===== src/rtl/uart_bus_bridge.sv =====
// Binary-protocol UART-to-bus master: CMD, LEN, ADDR, [DATA] frames drive a req/gnt register bus.
// Optional macro UART2BUS_WR_ACK_EN: send 0x5A after the last write of a frame.
module uart_bus_bridge #(
    parameter int AW      = 16,
    parameter int DW      = 8,
    parameter int TIMEOUT = 50000
) (
    input  logic          clock_i,
    input  logic          reset_ni,
    input  logic [7:0]    rx_data_i,
    input  logic          new_rx_data_i,
    output logic [7:0]    tx_data_o,
    output logic          new_tx_data_o,
    input  logic          tx_busy_i,
    output logic [AW-1:0] int_address_o,
    output logic [DW-1:0] int_wr_data_o,
    output logic          int_write_o,
    output logic          int_read_o,
    input  logic [DW-1:0] int_rd_data_i,
    output logic          int_req_o,
    input  logic          int_gnt_i,
    output logic          frame_err_o
);

    // state    | meaning
    // IDLE     | wait for CMD byte
    // GET_LEN  | wait for LEN byte
    // GET_ADDR | collect AW/8 address bytes
    // GET_DATA | collect DW/8 bytes of one write word
    // BUS_WR   | request bus, write one word on grant
    // BUS_RD   | request bus, read one word on grant
    // RD_CAPT  | latch read data
    // TX_BYTE  | send next byte of the read word once tx is free
    // TX_WAIT  | wait for the transmitter to go idle
    // SEND_ACK | send write acknowledge (optional)
    typedef enum logic [3:0] {
        IDLE, GET_LEN, GET_ADDR, GET_DATA, BUS_WR, BUS_RD, RD_CAPT, TX_BYTE, TX_WAIT
`ifdef UART2BUS_WR_ACK_EN
        , SEND_ACK
`endif
    } state_t;

    localparam int            TW     = $clog2(TIMEOUT);
    localparam logic [TW-1:0] T_LOAD = TW'(TIMEOUT - 1);
    localparam logic [1:0]    A_LAST = 2'(AW / 8 - 1);
    localparam logic [1:0]    D_LAST = 2'(DW / 8 - 1);

    state_t          state_q, state_d;
    logic            is_rd_q, is_rd_d, fifo_q, fifo_d, req_q, req_d;
    logic            ntx_q, ntx_d, err_q, err_d;
    logic [7:0]      len_q, len_d, word_q, word_d, txd_q, txd_d;
    logic [1:0]      bcnt_q, bcnt_d;
    logic [AW-1:0]   addr_q, addr_d;
    logic [DW-1:0]   wdata_q, wdata_d;
    logic [TW-1:0]   tout_q, tout_d;

    always_ff @(posedge clock_i or negedge reset_ni) begin
        if (!reset_ni) begin
            state_q <= IDLE;
            is_rd_q <= 1'b0;
            fifo_q  <= 1'b0;
            req_q   <= 1'b0;
            ntx_q   <= 1'b0;
            err_q   <= 1'b0;
            len_q   <= '0;
            word_q  <= '0;
            txd_q   <= '0;
            bcnt_q  <= '0;
            addr_q  <= '0;
            wdata_q <= '0;
            tout_q  <= '0;
        end else begin
            state_q <= state_d;
            is_rd_q <= is_rd_d;
            fifo_q  <= fifo_d;
            req_q   <= req_d;
            ntx_q   <= ntx_d;
            err_q   <= err_d;
            len_q   <= len_d;
            word_q  <= word_d;
            txd_q   <= txd_d;
            bcnt_q  <= bcnt_d;
            addr_q  <= addr_d;
            wdata_q <= wdata_d;
            tout_q  <= tout_d;
        end
    end

    always_comb begin
        state_d     = state_q;
        is_rd_d     = is_rd_q;
        fifo_d      = fifo_q;
        req_d       = req_q;
        ntx_d       = 1'b0;
        err_d       = 1'b0;
        len_d       = len_q;
        word_d      = word_q;
        txd_d       = txd_q;
        bcnt_d      = bcnt_q;
        addr_d      = addr_q;
        wdata_d     = wdata_q;
        tout_d      = T_LOAD;
        int_write_o = 1'b0;
        int_read_o  = 1'b0;
        case (state_q)
            IDLE: if (new_rx_data_i) begin
                if (rx_data_i[7:4] == 4'h1 || rx_data_i[7:4] == 4'h2) begin
                    is_rd_d = (rx_data_i[7:4] == 4'h2);
                    fifo_d  = rx_data_i[0];
                    word_d  = '0;
                    bcnt_d  = '0;
                    state_d = GET_LEN;
                end else begin
                    err_d = 1'b1;
                end
            end
            GET_LEN: if (new_rx_data_i) begin
                len_d   = rx_data_i;
                state_d = GET_ADDR;
            end
            GET_ADDR: if (new_rx_data_i) begin
                addr_d = (addr_q << 8) | AW'(rx_data_i);
                if (bcnt_q == A_LAST) begin
                    bcnt_d  = '0;
                    state_d = is_rd_q ? BUS_RD : GET_DATA;
                end else begin
                    bcnt_d = bcnt_q + 2'd1;
                end
            end
            GET_DATA: if (new_rx_data_i) begin
                wdata_d = (wdata_q << 8) | DW'(rx_data_i);
                if (bcnt_q == D_LAST) begin
                    bcnt_d  = '0;
                    state_d = BUS_WR;
                end else begin
                    bcnt_d = bcnt_q + 2'd1;
                end
            end
            BUS_WR: if (int_gnt_i) begin
                int_write_o = 1'b1;
                if (word_q == len_q) begin
`ifdef UART2BUS_WR_ACK_EN
                    state_d = SEND_ACK;
`else
                    state_d = IDLE;
`endif
                end else begin
                    word_d  = word_q + 8'd1;
                    addr_d  = addr_q + AW'(!fifo_q);
                    state_d = GET_DATA;
                end
            end
            BUS_RD: if (int_gnt_i) begin
                int_read_o = 1'b1;
                state_d    = RD_CAPT;
            end
            RD_CAPT: begin
                wdata_d = int_rd_data_i;
                bcnt_d  = '0;
                state_d = TX_BYTE;
            end
            TX_BYTE: if (!tx_busy_i) begin
                txd_d   = wdata_q[DW-1 -: 8];
                wdata_d = wdata_q << 8;
                ntx_d   = 1'b1;
                state_d = TX_WAIT;
            end
            TX_WAIT: if (!tx_busy_i) begin
                if (bcnt_q == D_LAST) begin
                    bcnt_d = '0;
                    if (word_q == len_q) begin
                        state_d = IDLE;
                    end else begin
                        word_d  = word_q + 8'd1;
                        addr_d  = addr_q + AW'(!fifo_q);
                        state_d = BUS_RD;
                    end
                end else begin
                    bcnt_d  = bcnt_q + 2'd1;
                    state_d = TX_BYTE;
                end
            end
`ifdef UART2BUS_WR_ACK_EN
            SEND_ACK: if (!tx_busy_i) begin
                txd_d   = 8'h5A;
                ntx_d   = 1'b1;
                state_d = IDLE;
            end
`endif
            default: state_d = IDLE;
        endcase

        // A byte arriving on the expiry cycle wins over the timeout.
        if ((state_q == GET_LEN || state_q == GET_ADDR || state_q == GET_DATA) && !new_rx_data_i) begin
            if (tout_q == '0) begin
                err_d   = 1'b1;
                state_d = IDLE;
            end else begin
                tout_d = tout_q - TW'(1);
            end
        end

        if (state_d == IDLE)
            req_d = 1'b0;
        else if (state_d == BUS_WR || state_d == BUS_RD)
            req_d = 1'b1;
    end

    assign tx_data_o     = txd_q;
    assign new_tx_data_o = ntx_q;
    assign frame_err_o   = err_q;
    assign int_req_o     = req_q;
    assign int_address_o = addr_q;
    assign int_wr_data_o = wdata_q;

endmodule


===== config.mk =====
export PLATFORM = sky130hd
export DESIGN_NAME = uart_bus_bridge
export DESIGN_NICKNAME = d
export VERILOG_FILES = /design/src/rtl/uart_bus_bridge.sv
export SDC_FILE = /design/constraint.sdc
export NUM_CORES = 1
export LEC_CHECK = 0
export BUFFER_PORTS_ARGS = -buffer_cell sky130_fd_sc_hd__buf_2
export CAP_MARGIN = 40
export CORE_UTILIZATION = 32
export CTS_CLUSTER_DIAMETER = 120
export DETAILED_ROUTE_END_ITERATION = 12
export PLACE_DENSITY = 0.57
export SETUP_SLACK_MARGIN = 0.4
export SLEW_MARGIN = 20
export SYNTH_ARGS = -nofsm -noshare
export SYNTH_HDL_FRONTEND = slang
export SYNTH_SLANG_ARGS = --single-unit

===== constraint.sdc =====
create_clock -name clock_i -period 2.53 [get_ports clock_i]
set_input_delay 0.253 -clock clock_i [delete_from_list [all_inputs] [get_ports clock_i]]
set_output_delay 0.253 -clock clock_i [all_outputs]
set_load 0.02 [all_outputs]

After elaboration in Yosys (flattened, before gate mapping):

Cells that the tools add are included.

* bits in registers: 75
* latch bits: 0
* RAM bits: 0
* ROM bits: 0
* input port bits: 21
* output and inout port bits: 37
* logic and storage cells: 120
* memories kept: 0

* add/subtract/negate cells: 4
* multiply operators: 0
* div/mod/pow operators: 0
* order comparisons: 0
* equal/unequal tests: 22
* shift-type cells: 0
* mux-type cells: 56
* bitwise logic cells: 2
* reductions and logical operators: 23

Operator list (number)
* 16-bit two-way mux: 7
* 8-bit two-way mux: 8
* 4-bit two-way mux: 14
* 16-bit one-hot mux with 3 select lines: 1
* 8-bit one-hot mux with 3 select lines: 2
* 4-bit one-hot mux with 9 select lines: 1
* 4-bit by 3-bit equality test with 1-bit output (second input constant): 6
* 16-bit by 1-bit adder with 16-bit output: 1
* 16-bit zero test: 1
* 2-bit two-way mux: 8
* 2-bit inequality test (second input constant): 8
* 16-bit by 8-bit bitwise OR with 16-bit output: 1
* 16-bit by 1-bit subtractor with 16-bit output (second input constant): 1
* 4-bit by 2-bit equality test with 1-bit output (second input constant): 3
* 1-bit two-way mux: 12
* 6-bit AND reduction: 2
* 2-bit one-hot mux with 5 select lines: 1
* 3-bit nonzero test: 3
* 8-bit by 1-bit adder with 8-bit output (second input constant): 1
* 4-bit by 1-bit equality test with 1-bit output (second input constant): 2
* 8-bit equality test: 1
* 4-bit zero test: 2
* 3-bit two-way mux: 2
* 3-bit AND reduction: 2
* 12 further kinds: 17

Depth between registers and ports, before layout:

Gate-level depths: netlist (run 1).

* depth after elaboration: 11
* mapped depth: 9
* gate-level depth less buffers: 9

Least setup slack after synthesis (run 1):

OpenSTA, ideal clock, no wires.

* kind: register to register
* start point: register state_q[0]
* end point: register word_q[5]
* library setup time: 0.077 ns
* arrival: 2.039 ns
* required time: 2.453 ns
* setup slack: 0.414 ns
* cell stages (with the launch flop): 9
* path buffers: 2
* clock period less this slack: 2.116 ns
* path through: dfrtp_1 > buf_2 > or2_1 > buf_2 > nor2_2 > a21boi_2 > a211oi_2 > or4_1 > a21oi_1

* word-level cells in the longest chain between the ends: 3
* elaborated cells on any way between the ends: 11
* those cells by class: 7 x eq/ne; 1 x mux; 3 x reduce/logical

Ends and longest elaborated chain
* from (decl): line 48 `state_t state_q, state_d;`
* from (signal assigned): line 73 `state_q <= state_d;`
* 4-bit equality test, or another cell as far along: line 105 `case (state_q)`
* 2-bit inequality test (no source line) or 3-bit nonzero test (tied branches)
* 6-bit AND reduction (no source line)
* to (signal assigned): line 80 `word_q <= word_d;`
* to (decl): line 51 `logic [7:0] len_q, len_d, word_q, word_d, txd_q, txd_d;`

Parallel ways exist; a longest one is shown, timed or not.
A chain may end at the register's enable or synchronous reset.

Worst setup path after layout (run 1):

* start point: register bcnt_q[0]
* end point: register word_q[6]

* word-level cells in the longest chain between the ends: 3

Ends and longest elaborated chain
* from (decl): line 52 `logic [1:0] bcnt_q, bcnt_d;`
* from (signal assigned): line 82 `bcnt_q <= bcnt_d;`
* 2-bit zero test: line 169 `if (bcnt_q == D_LAST) begin`
* 2-bit inequality test (no source line)
* 6-bit AND reduction (no source line)

No other way between the ends.

==> results of run 1 <==
area by class of cell:
type	instances	area, um^2	area share
Clock buffer	11	243	0.0463
Clock inverter	4	51.3	0.00979
Inverter	8	30.0	0.00573
Multi-Input combinational cell	339	2320	0.442
Sequential cell	75	1880	0.359
Tap cell	172	215	0.0411
Timing Repair Buffer	84	505	0.0964
path summary, 6_finish.rpt:
kind / to / slack, ps / cells after the start
max in group asynchronous: word_q[1] / 1470 / 3
min in group asynchronous: tout_q[9] / 430 / 2
worst min-delay path: fifo_q / 220 / 3
worst max register to register: word_q[6] / 400 / 7
worst min register to register: int_wr_data_o[4] / 500 / 2
worst max-delay path: word_q[6] / 400 / 7
per-layer routing:
layer	vias to the layer above	part of all wire	routed length (um)	track usage
li1	1741	-	-	-
met4	0	0.016	178	0.0650
met5	-	0	0	0
met2	122	0.46	5110	0.265
met3	18	0.058	635	0.0363
met1	1749	0.46	5070	0.221
state kept, by name, indices dropped and copies added (netlist names):
register       cells
new_tx_data_o      1
tout_q            16
int_req_o          1
is_rd_q            1
fifo_q             1
frame_err_o        1
word_q             8
bcnt_q             2
int_address_o     16
state_q            4
tx_data_o          8
int_wr_data_o      8
len_q              8
metrics by stage:
step / instances / util / setup WS [ps]
finish: 693 / 0.414 / 404
global placement: 662 / 0.370 / 286
floorplan: 443 / - / 414
global route: 693 / 0.414 / 348
CTS: 681 / 0.399 / 353
detailed placement: 663 / 0.372 / 170
logic make-up after synthesis:
family | Yosys count | synth area share
XOR/XNOR | 23 | 0.0481
multiplexers | 21 | 0.0553
flip-flops | 75 | 0.448
buffers and inverters | 30 | 0.0302
AO/OA/AOI/OAI | 109 | 0.164
adder cells (fa/ha/maj) | 8 | 0.0239
AND/OR/NAND/NOR | 177 | 0.230
critical path, cell delays in order, from the launching register on:
cell      delay [ps]
dfrtp_1          400
inv_2            100
ha_4             170
nand2b_1         100
nor4_4           430
a211oi_2         210
or4_1            490
a21oi_1          150
synth_stat cells (all sizes together), types with 2 or more instances:
cell type,number
nor2b,5
xnor2,9
a22oi,4
nor3b,13
nand3,15
o22a,4
o31ai,6
nor4,6
mux2i,4
o22ai,7
a2bb2oi,5
nor2,40
a21o,2
o21a,2
or3,8
clkbuf,11
buf,11
a22o,2
nand4,2
nand2b,6
a21boi,2
o21ai,24
a31oi,4
a21oi,37
inv,8
nor3,5
mux2,17
and3,5
and2,3
xor2,14
or4,8
ha,8
dfrtp,75
nand2,55
power by group:
group / internal, mW / total, mW / leakage, nW / switching, mW
logic: 1.00 / 2.42 / 1.18 / 1.42
clock network: 0.786 / 1.30 / 0.142 / 0.514
registers: 1.55 / 1.92 / 0.916 / 0.369
total: 3.34 / 5.64 / 2.23 / 2.30
what timing repair did:
action,4_1_cts,5_1_grt
gates resized for setup,9,24
pin swaps,3,11
endpoints found under the hold margin,37,0
hold buffers,1,0
setup endpoints to repair,11,39
setup buffers,2,11
cloned,0,1
==> run summary, run 1 <==
Final worst path period share = 0.840
#FFs+latches synth = 75
Drt wl/cell = 15.9 um
Total power = 5.64 mW
Slew Limit Headroom = 0.576
CTS tree = built
Number of buffers added on ports = 57
Post-synth EDFFs = 0
CTS root buf = clkbuf_16
Fin crit period = 2130 ps
Synthesized area per cell = 9.45 um^2
Initial DRC Count = 172
Mapped cell area = 4190 um^2
Post-synth cell types = 62
Initial antenna violation count = 0
Worst R2R Start = bcnt_q[0]
Most common cell after layout, fill and taps aside = dfrtp_1
Fill count = 1264
Post-route design area = 5240 um^2
Floorplan row count = 41
TritonCTS buffer count = 9
Routed Antenna Nets = 0
Die X-Extent = 116 um
Least-Margin Pin Slew = 628 ps
Setup crit start kind = register
Die ar. = 13500 um^2
Min-delay worst type = in -> reg
Status = finished, final reports clean
Die height = 116 um
Power Density = 1080 nW/um^2
Fin. Hold Viols = 0
Global-route wire length before repair = 17.5 mm
Via/cell ratio = 5.24
1st-pass router iterations = 4
Largest net degree at the start of global routing = 39
WL final = 11.0 mm
Max cap viols = 0
Total GRT Usage = 0.167
Worst Path Arrival = 2390 ps
GPL Wtd Cong = 0.798
Io pins = 58
Crit path max fanout = 7
Commonest cells after routing, fill and taps aside = 71 x dfrtp_1, 56 x buf_2, 54 x nand2_1
Setup tns final = 0 ps
Final nets = 546
Synthesis Warnings = 0
Worst Setup End Kind = register
Vias in the first global route = 3499
Seq/Total Area, Yosys = 0.448
Clock transition at the registers of the reported paths = 60 ps
Worst hold slack = 220 ps
Syn_nets = 472
Area growth, synth to finish = 25.2%
Syn Inst Count = 443
Leakage Power = 2.23 nW
Grt ovf = 0
Peak VDD IR = 505 uV
Layout cell share with drive strength beyond 1 = 0.301
Initial cell density of the core = 0.331
DP HPWL = 7.63 mm
Worst setup path startpoint = bcnt_q[0]
CP Data Required Time = 2790 ps
Total number of vias = 3630
Skew final = 6.52 ps
Top cell type's share of synthesized area = 0.448
Placed cell area = 4710 um^2
Setup violators final = 0
H-tree depth = 3
N_diodes = 0
Largest area contributor in the netlist = dfrtp_1
Fmax = 470 MHz
Area of the core = 12700 um^2
Clk buf depth = 2
Critical path class = reg -> reg
Pins Over Slew Limit = 0
RSZ-0062 raised after global routing = yes
Async set or reset register ratio after synthesis = 1.00
Clock sink total = 75
Clock latency on the worst-skew pair = 340 ps
Hold_sp = rx_data_i[0]
DRC violations left = 0
Top_reg_cell synth = dfrtp_1
Synth top area cells = dfrtp_1 45%, nand2_1 4.9%, mux2_2 4.6%
No activity file was read; power rests on OpenSTA's default activity.
==> run 2, diff against run 1 <==
Settings changed: ABC_AREA set to 1, PLACE_DENSITY 0.57 to 0.58.
Clock period 2.53 ns to 1.85 ns, I/O delays scaled along.
==> run summary, run 2 <==
Total GRT Usage = 0.179 (+0.0126)
Setup violators final = 0 (unchanged)
DP Worst Slack = 89.6 ps (-80.1 ps)
R2R depth = 12 (+5)
Final nets = 729 (+34%)
Synthesized area per cell = 7.48 um^2 (-21%)
CP Data Required Time = 1660 ps (-1130 ps)
Largest area contributor in the netlist = dfrtp_1
Largest net degree at the start of global routing = 49 (+26%)
Max cap viols = 0 (unchanged)
Clock sink total = 75 (unchanged)
Die ar. = 14000 um^2 (+3.4%)
#FFs+latches synth = 75 (unchanged)
Syn_nets = 608 (+29%)
Top cell type's share of synthesized area = 0.433 (-0.0150)
Fmax = 589 MHz
Async set or reset register ratio after synthesis = 1.00 (unchanged)
Initial antenna violation count = 0 (unchanged)
CTS root buf = clkbuf_16
Initial cell density of the core = 0.327 (-0.00331)
Max incr delay on CP = 430 ps (-60 ps)
Post-synth cell types = 36 (-42%)
Worst R2R Start = state_q[2]
1st-pass router iterations = 5 (+1)
Layout cell share with drive strength beyond 1 = 0.365 (+0.0632)
Hold EP = len_q[7]
Critical path class = reg -> out
Die X-Extent = 118 um (+1.7%)
Count leader, synth = nand2_1
Total number of vias = 4172 (+15%)
Hold_sp = rx_data_i[7]
Global-route wire length before repair = 19.8 mm (+14%)
Commonest cells after routing, fill and taps aside = 143 x nand2_1, 68 x dfrtp_1, 55 x inv_1
Most instantiated cells after synthesis = 164 x nand2_1, 75 x dfrtp_1, 69 x inv_1
Die height = 118 um (+1.7%)
Most Used Layer, Global Route = met2
H-tree depth = 3 (unchanged)
WL final = 12.2 mm (+11%)
DRC violations left = 0 (unchanged)
Setup crit start kind = register
RSZ-0062 raised after global routing = yes
Io pins = 58 (unchanged)
Status = finished, final reports clean
Routed Antenna Nets = 0 (unchanged)
CP delay by family, top = buffers and inverters
Fin cells = 881 (+27%)
Syn Inst Count = 579 (+31%)
Least-Margin Pin Slew = 406 ps (-221 ps)
Hold Path Cell Cnt = 3 (unchanged)
Placed cell area = 4960 um^2 (+5.4%)
Grt ovf = 0 (unchanged)
Number of buffers added on ports = 57 (unchanged)
Via/cell ratio = 4.74 (-9.6%)
Floorplan row count = 42 (+2.4%)
Total power = 9.22 mW (+64%)
Power Density = 1500 nW/um^2 (+39%)
Clk buf depth = 2 (unchanged)
Slew Limit Headroom = 0.729 (+0.153)
CP Cell Sequence = buf_4 > buf_6 > nor2_4 > nand3_2 > inv_2 > buf_6
WP buf/inv = 4 (+3)
Fin crit period = 1700 ps
GPL Wtd Cong = 0.883 (+11%)
N_diodes = 0 (unchanged)
Leakage Power = 3.03 nW (+36%)
Drt wl/cell = 13.9 um (-13%)
Synth top area cells = dfrtp_1 43%, nand2_1 14%, o21ai_0 6.2%
R2R Path End = int_address_o[7]
Worst Path Arrival = 1510 ps (-880 ps)
Worst Setup End Kind = output pin
CTS tree = built
Area of the core = 13200 um^2 (+4.5%)
Min-delay worst type = in -> reg
Vias in the first global route = 4211 (+20%)
Clock latency on the worst-skew pair = 340 ps (about the same)
Peak VDD IR = 540 uV (+6.8%)
Met1 usage = 0.227 (+0.00613)
Crit-path slowest cell = dfrtp_2
GR met3 Demand/Resource = 0.0323 (-0.00399)
GR Util met2 = 0.302 (+0.0371)
Setup tns final = 0 ps (unchanged)
Initial DRC Count = 295 (+72%)
Worst setup path startpoint = state_q[1]
Area growth, synth to finish = 42.0%
DP HPWL = 8.24 mm (+8.0%)
Mapped cell area = 4330 um^2 (+3.5%)
Seq/Total Area, Yosys = 0.433 (-0.0150)
Crit path max fanout = 5 (-2)
Most common cell after layout, fill and taps aside = nand2_1
Skew final = 9.20 ps (+2.69 ps)
Synthesis Warnings = 0 (unchanged)
Fin. Hold Viols = 0 (unchanged)
Placed Instances = 812 (+22%)
Pins Over Slew Limit = 0 (unchanged)
Clock transition at the registers of the reported paths = 60 ps (about the same)
Post-synth EDFFs = 0 (unchanged)
Final worst path period share = 0.917
Final worst slack = 153 ps (-251 ps)
TritonCTS buffer count = 9 (unchanged)
CP dominant cell by count = buf_6
R2r setup slk = 150 ps (-250 ps)
Top_reg_cell synth = dfrtp_1
Post-route design area = 6150 um^2 (+17%)
-- run 2: cell types whose count changed after synthesis, moves of 7 or more --
cell / before / now
nand2_1: 55 / 164
o21ai_0: 23 / 54
a21oi_1: 37 / 14
or4_1: 7 / 0
mux2_2: 17 / 1
inv_1: 8 / 69
nor2_1: 36 / 64
inv_2: 0 / 7
nor2_4: 0 / 7
o21ai_2: 0 / 8
nor3b_1: 11 / 0
nand3_1: 15 / 26
-- run 2: per-layer routing --
layer	share of wire	wire length [um]	vias to the layer above
met1	0.44	5420	1953
li1	-	-	2072
met5	0	0	-
met3	0.050	610	21
met2	0.48	5890	126
met4	0.023	281	0
-- run 2: worst max-delay path by stage --
stage	end	slack (ps)	cells after the start
final	int_read_o	150	6
after global routing	int_address_o[11]	50	13
after CTS	int_address_o[7]	200	12
after detailed placement	int_address_o[11]	90	11
after global placement	int_address_o[14]	130	11
after floorplan	int_address_o[13]	280	13
-- run 2: cells by family (layout without fill, tap and decap cells) --
kind of cell               count (synthesis)  count (layout)  share of synthesized area
xor gates and xnor gates                  30              30                     0.0606
muxes                                      1               1                    0.00260
buffers and inverters                     90             215                     0.0829
AOI/OAI and AO/OA                         87              88                      0.112
adders and majority gates                  8               8                     0.0231
and+or+nand+nor                          288             288                      0.286
DFF                                       75              75                      0.433
-- run 2: worst min-delay path: stages --
cell and delay [ps]:
buf_2 90, inv_1 70, o21ai_0 160
-- run 2: through the flow --
step	util	hold WS [ps]
after floorplan	-	-111
after global placement	0.375	140
after detailed placement	0.375	142
after CTS	0.446	209
after global routing	0.465	230
final	0.465	214
-- run 2: layout make-up --
cell class	count	area (um^2)
clock buffer	12	246
clock inverter	4	97.6
fill	1290	7090
inverter	77	309
multi-input combinational	415	2520
sequential	75	1890
tap	176	220
timing repair buffer	122	872
-- run 2: where the power goes --
part	total, mW	leakage (nW)	internal (mW)	switching (mW)
sequential	2.60	0.918	2.14	0.469
clock	2.04	0.163	1.36	0.688
combinational	4.57	1.95	1.85	2.72
-- run 2: what timing repair did --
action / 4_1_cts / 5_1_grt
setup endpoints to repair: 65 / 66
pin swaps: 36 / 26
gates resized for setup: 91 / 45
hold buffers: 1 / 0
hold endpoints to repair: 27 / 0
gates cloned: 2 / 1
buffers inserted: 38 / 11
==> run 3, diff against run 2 <==
Settings changed: GPL_TIMING_DRIVEN set to 0, MAX_ROUTING_LAYER set to met4.
==> run summary, run 3 (same netlist as run 2, synthesis figures left out) <==
Status = finished, final reports clean
GPL Wtd Cong = 0.893 (+1.2%)
Area growth, synth to finish = 45.7%
Die ar. = 14000 um^2 (unchanged)
Drt wl/cell = 14.1 um (+1.7%)
Final worst path period share = 0.965 (+0.0478)
Seq. cell area = 1880 um^2 (-0.20%)
1st-pass router iterations = 4 (-1)
Clock power frac = 0.192 (-0.030)
CTS tree = built
Leakage Power = 3.08 nW (+1.4%)
Power share of the sequential group = 0.278 (-0.004)
Internal = 5.37 mW (+0.53%)
Placed cell area = 4950 um^2 (-0.28%)
Fin crit period = 1790 ps (+88.4 ps)
Hold Path Cell Cnt = 3 (unchanged)
Initial DRC Count = 161 (-45%)
TritonCTS buffer count = 9 (unchanged)
Top Layer Used = met4
Worst Path Arrival = 2030 ps (+520 ps)
Global-route wire length before repair = 19.4 mm (-2.4%)
Die height = 118 um (unchanged)
Routed met2 length = 6.07 mm (+2.9%)
Met3 WL post-DR = 510 um (-16%)
Clock latency on the worst-skew pair = 350 ps (about the same)
Clock transition at the registers of the reported paths = 60 ps (about the same)
Post-route design area = 6310 um^2 (+2.6%)
Max cap viols = 0 (unchanged)
Fin. Hold Viols = 0 (unchanged)
Total number of vias = 4182 (+0.24%)
Setup violators final = 0 (unchanged)
Layout cell share with drive strength beyond 1 = 0.404 (+0.0391)
N_diodes = 0 (unchanged)
Grt ovf = 0 (unchanged)
Die X-Extent = 118 um (unchanged)
RSZ-0062 raised after global routing = yes
Number of buffers added on ports = 56 (-1.8%)
H-tree depth = 3 (unchanged)
Via/cell ratio = 4.74 (+0.13%)
Clk buf depth = 2 (unchanged)
Most common cell after layout, fill and taps aside = nand2_1
Power Density = 1500 nW/um^2 (about the same)
Commonest cells after routing, fill and taps aside = 124 x nand2_1, 71 x dfrtp_1, 59 x inv_1
Final nets = 731 (+0.27%)
Min-delay worst type = in -> reg
Fill count = 1299 (+0.70%)
Routed Antenna Nets = 0 (unchanged)
Least-Margin Pin Slew = 534 ps (+128 ps)
Initial antenna violation count = 0 (unchanged)
Met1 Routed Length = 5.58 mm (+2.9%)
DP HPWL = 8.18 mm (-0.73%)
Psw = 4.10 mW (+5.6%)
WL final = 12.4 mm (+1.8%)
Pins Over Slew Limit = 0 (unchanged)
Floorplan row count = 42 (unchanged)
Footprint of the multi-input gates = 2630 um^2 (+4.1%)
Io pins = 58 (unchanged)
Fmax = 560 MHz (-5.0%)
Skew final = 8.48 ps (-0.722 ps)
Peak VDD IR = 628 uV (+16%)
Area of the core = 13200 um^2 (unchanged)
Critical path class = reg -> reg
Total GRT Usage = 0.182 (+0.00234)
Switching share of total power = 0.433 (+0.0121)
R2R depth = 13 (+1)
Vias in the first global route = 3999 (-5.0%)
Slew Limit Headroom = 0.644 (-0.0853)
Initial cell density of the core = 0.327 (unchanged)
Placed Instances = 812 (unchanged)
Largest net degree at the start of global routing = 49 (unchanged)
Comb power frac = 0.530 (+0.034)
DRC violations left = 0 (unchanged)
CP Data Required Time = 2090 ps (+430 ps)
Crit path max fanout = 6 (+1)
Clock sink total = 75 (unchanged)
R2r setup slk = 60 ps (-90 ps)
Worst Setup End Kind = register
Fin cells = 882 (+0.11%)
CTS root buf = clkbuf_16
Setup crit start kind = register
==> run 3: cell types whose count changed in the layout (fill, tap and decap cells not counted), moves of 7 or more <==
| cell | delta |
|---|---|
| buf_6 | +10 |
| o21ai_1 | +7 |
| buf_4 | -17 |
| nand2_2 | +18 |
| nand2_1 | -19 |
| o21ai_0 | -9 |
| nor2_1 | -8 |
==> run 3: area by class of cell <==
| cell class | count | area share |
|---|---|---|
| clock inverters | 4 | 0.00793 |
| inverters | 77 | 0.0493 |
| repair buffers | 112 | 0.132 |
| clock buffers | 11 | 0.0400 |
| multi-input cells | 414 | 0.416 |
| plain buffers | 13 | 0.0216 |
| flip-flops and latches | 75 | 0.298 |
| well taps | 176 | 0.0349 |
==> run 3: worst paths after layout <==
check                        startpoint          endpoint
max                          state_q[1]  int_address_o[8]
min                        rx_data_i[6]          len_q[6]
max reg2reg                  state_q[1]  int_address_o[8]
min reg2reg                tx_data_o[0]      tx_data_o[0]
max in group asynchronous      reset_ni        state_q[1]
min in group asynchronous      reset_ni         word_q[6]
==> run 3: layer usage <==
layer,GRT usage,vias up
met5,-,-
met4,0.0577,0
met3,0.0376,21
met2,0.289,94
met1,0.231,1998
li1,-,2069
==> run 3: timing repair <==
action	4_1_cts	5_1_grt
gates cloned	3	1
setup endpoints to repair	69	75
pin swaps	22	29
hold endpoints to repair	27	0
buffers inserted	30	20
gates resized for setup	87	116
hold buffers	1	0
==> run 3: critical path, stage by stage (launching register included) <==
cell and delay [ps]:
dfrtp_2 470, nor2_4 170, nand2_2 100, nor2_4 130, inv_2 70, nand2_4 100, inv_4 50, nor2_4 110
nor2_4 60, nand2_4 110, inv_8 60, buf_8 140, nand2_2 60, o21ai_2 50
==> run 3: through the flow <==
stage | worst slack, ps | TNS, ps | hold slack, ps | util | power [mW]
finish | 64.9 | 0 | 176 | 0.477 | 9.47
global route | -0.497 | -0.497 | 188 | 0.477 | 10.0
CTS | 110 | 0 | 172 | 0.439 | 8.78
detailed placement | -36.6 | -65.1 | 150 | 0.374 | 6.06
global placement | -73.2 | -102 | 459 | 0.371 | 6.00
floorplan | 281 | 0 | -111 | - | 5.06
==> run 3: power groups by stage <==
stage	clock [mW]	combinational (mW)	sequential, mW
finish	1.82	5.02	2.63
global route	1.92	5.43	2.70
CTS	1.85	4.32	2.61
detailed placement	0	3.43	2.63
global placement	0	3.38	2.62
floorplan	0	2.13	2.93
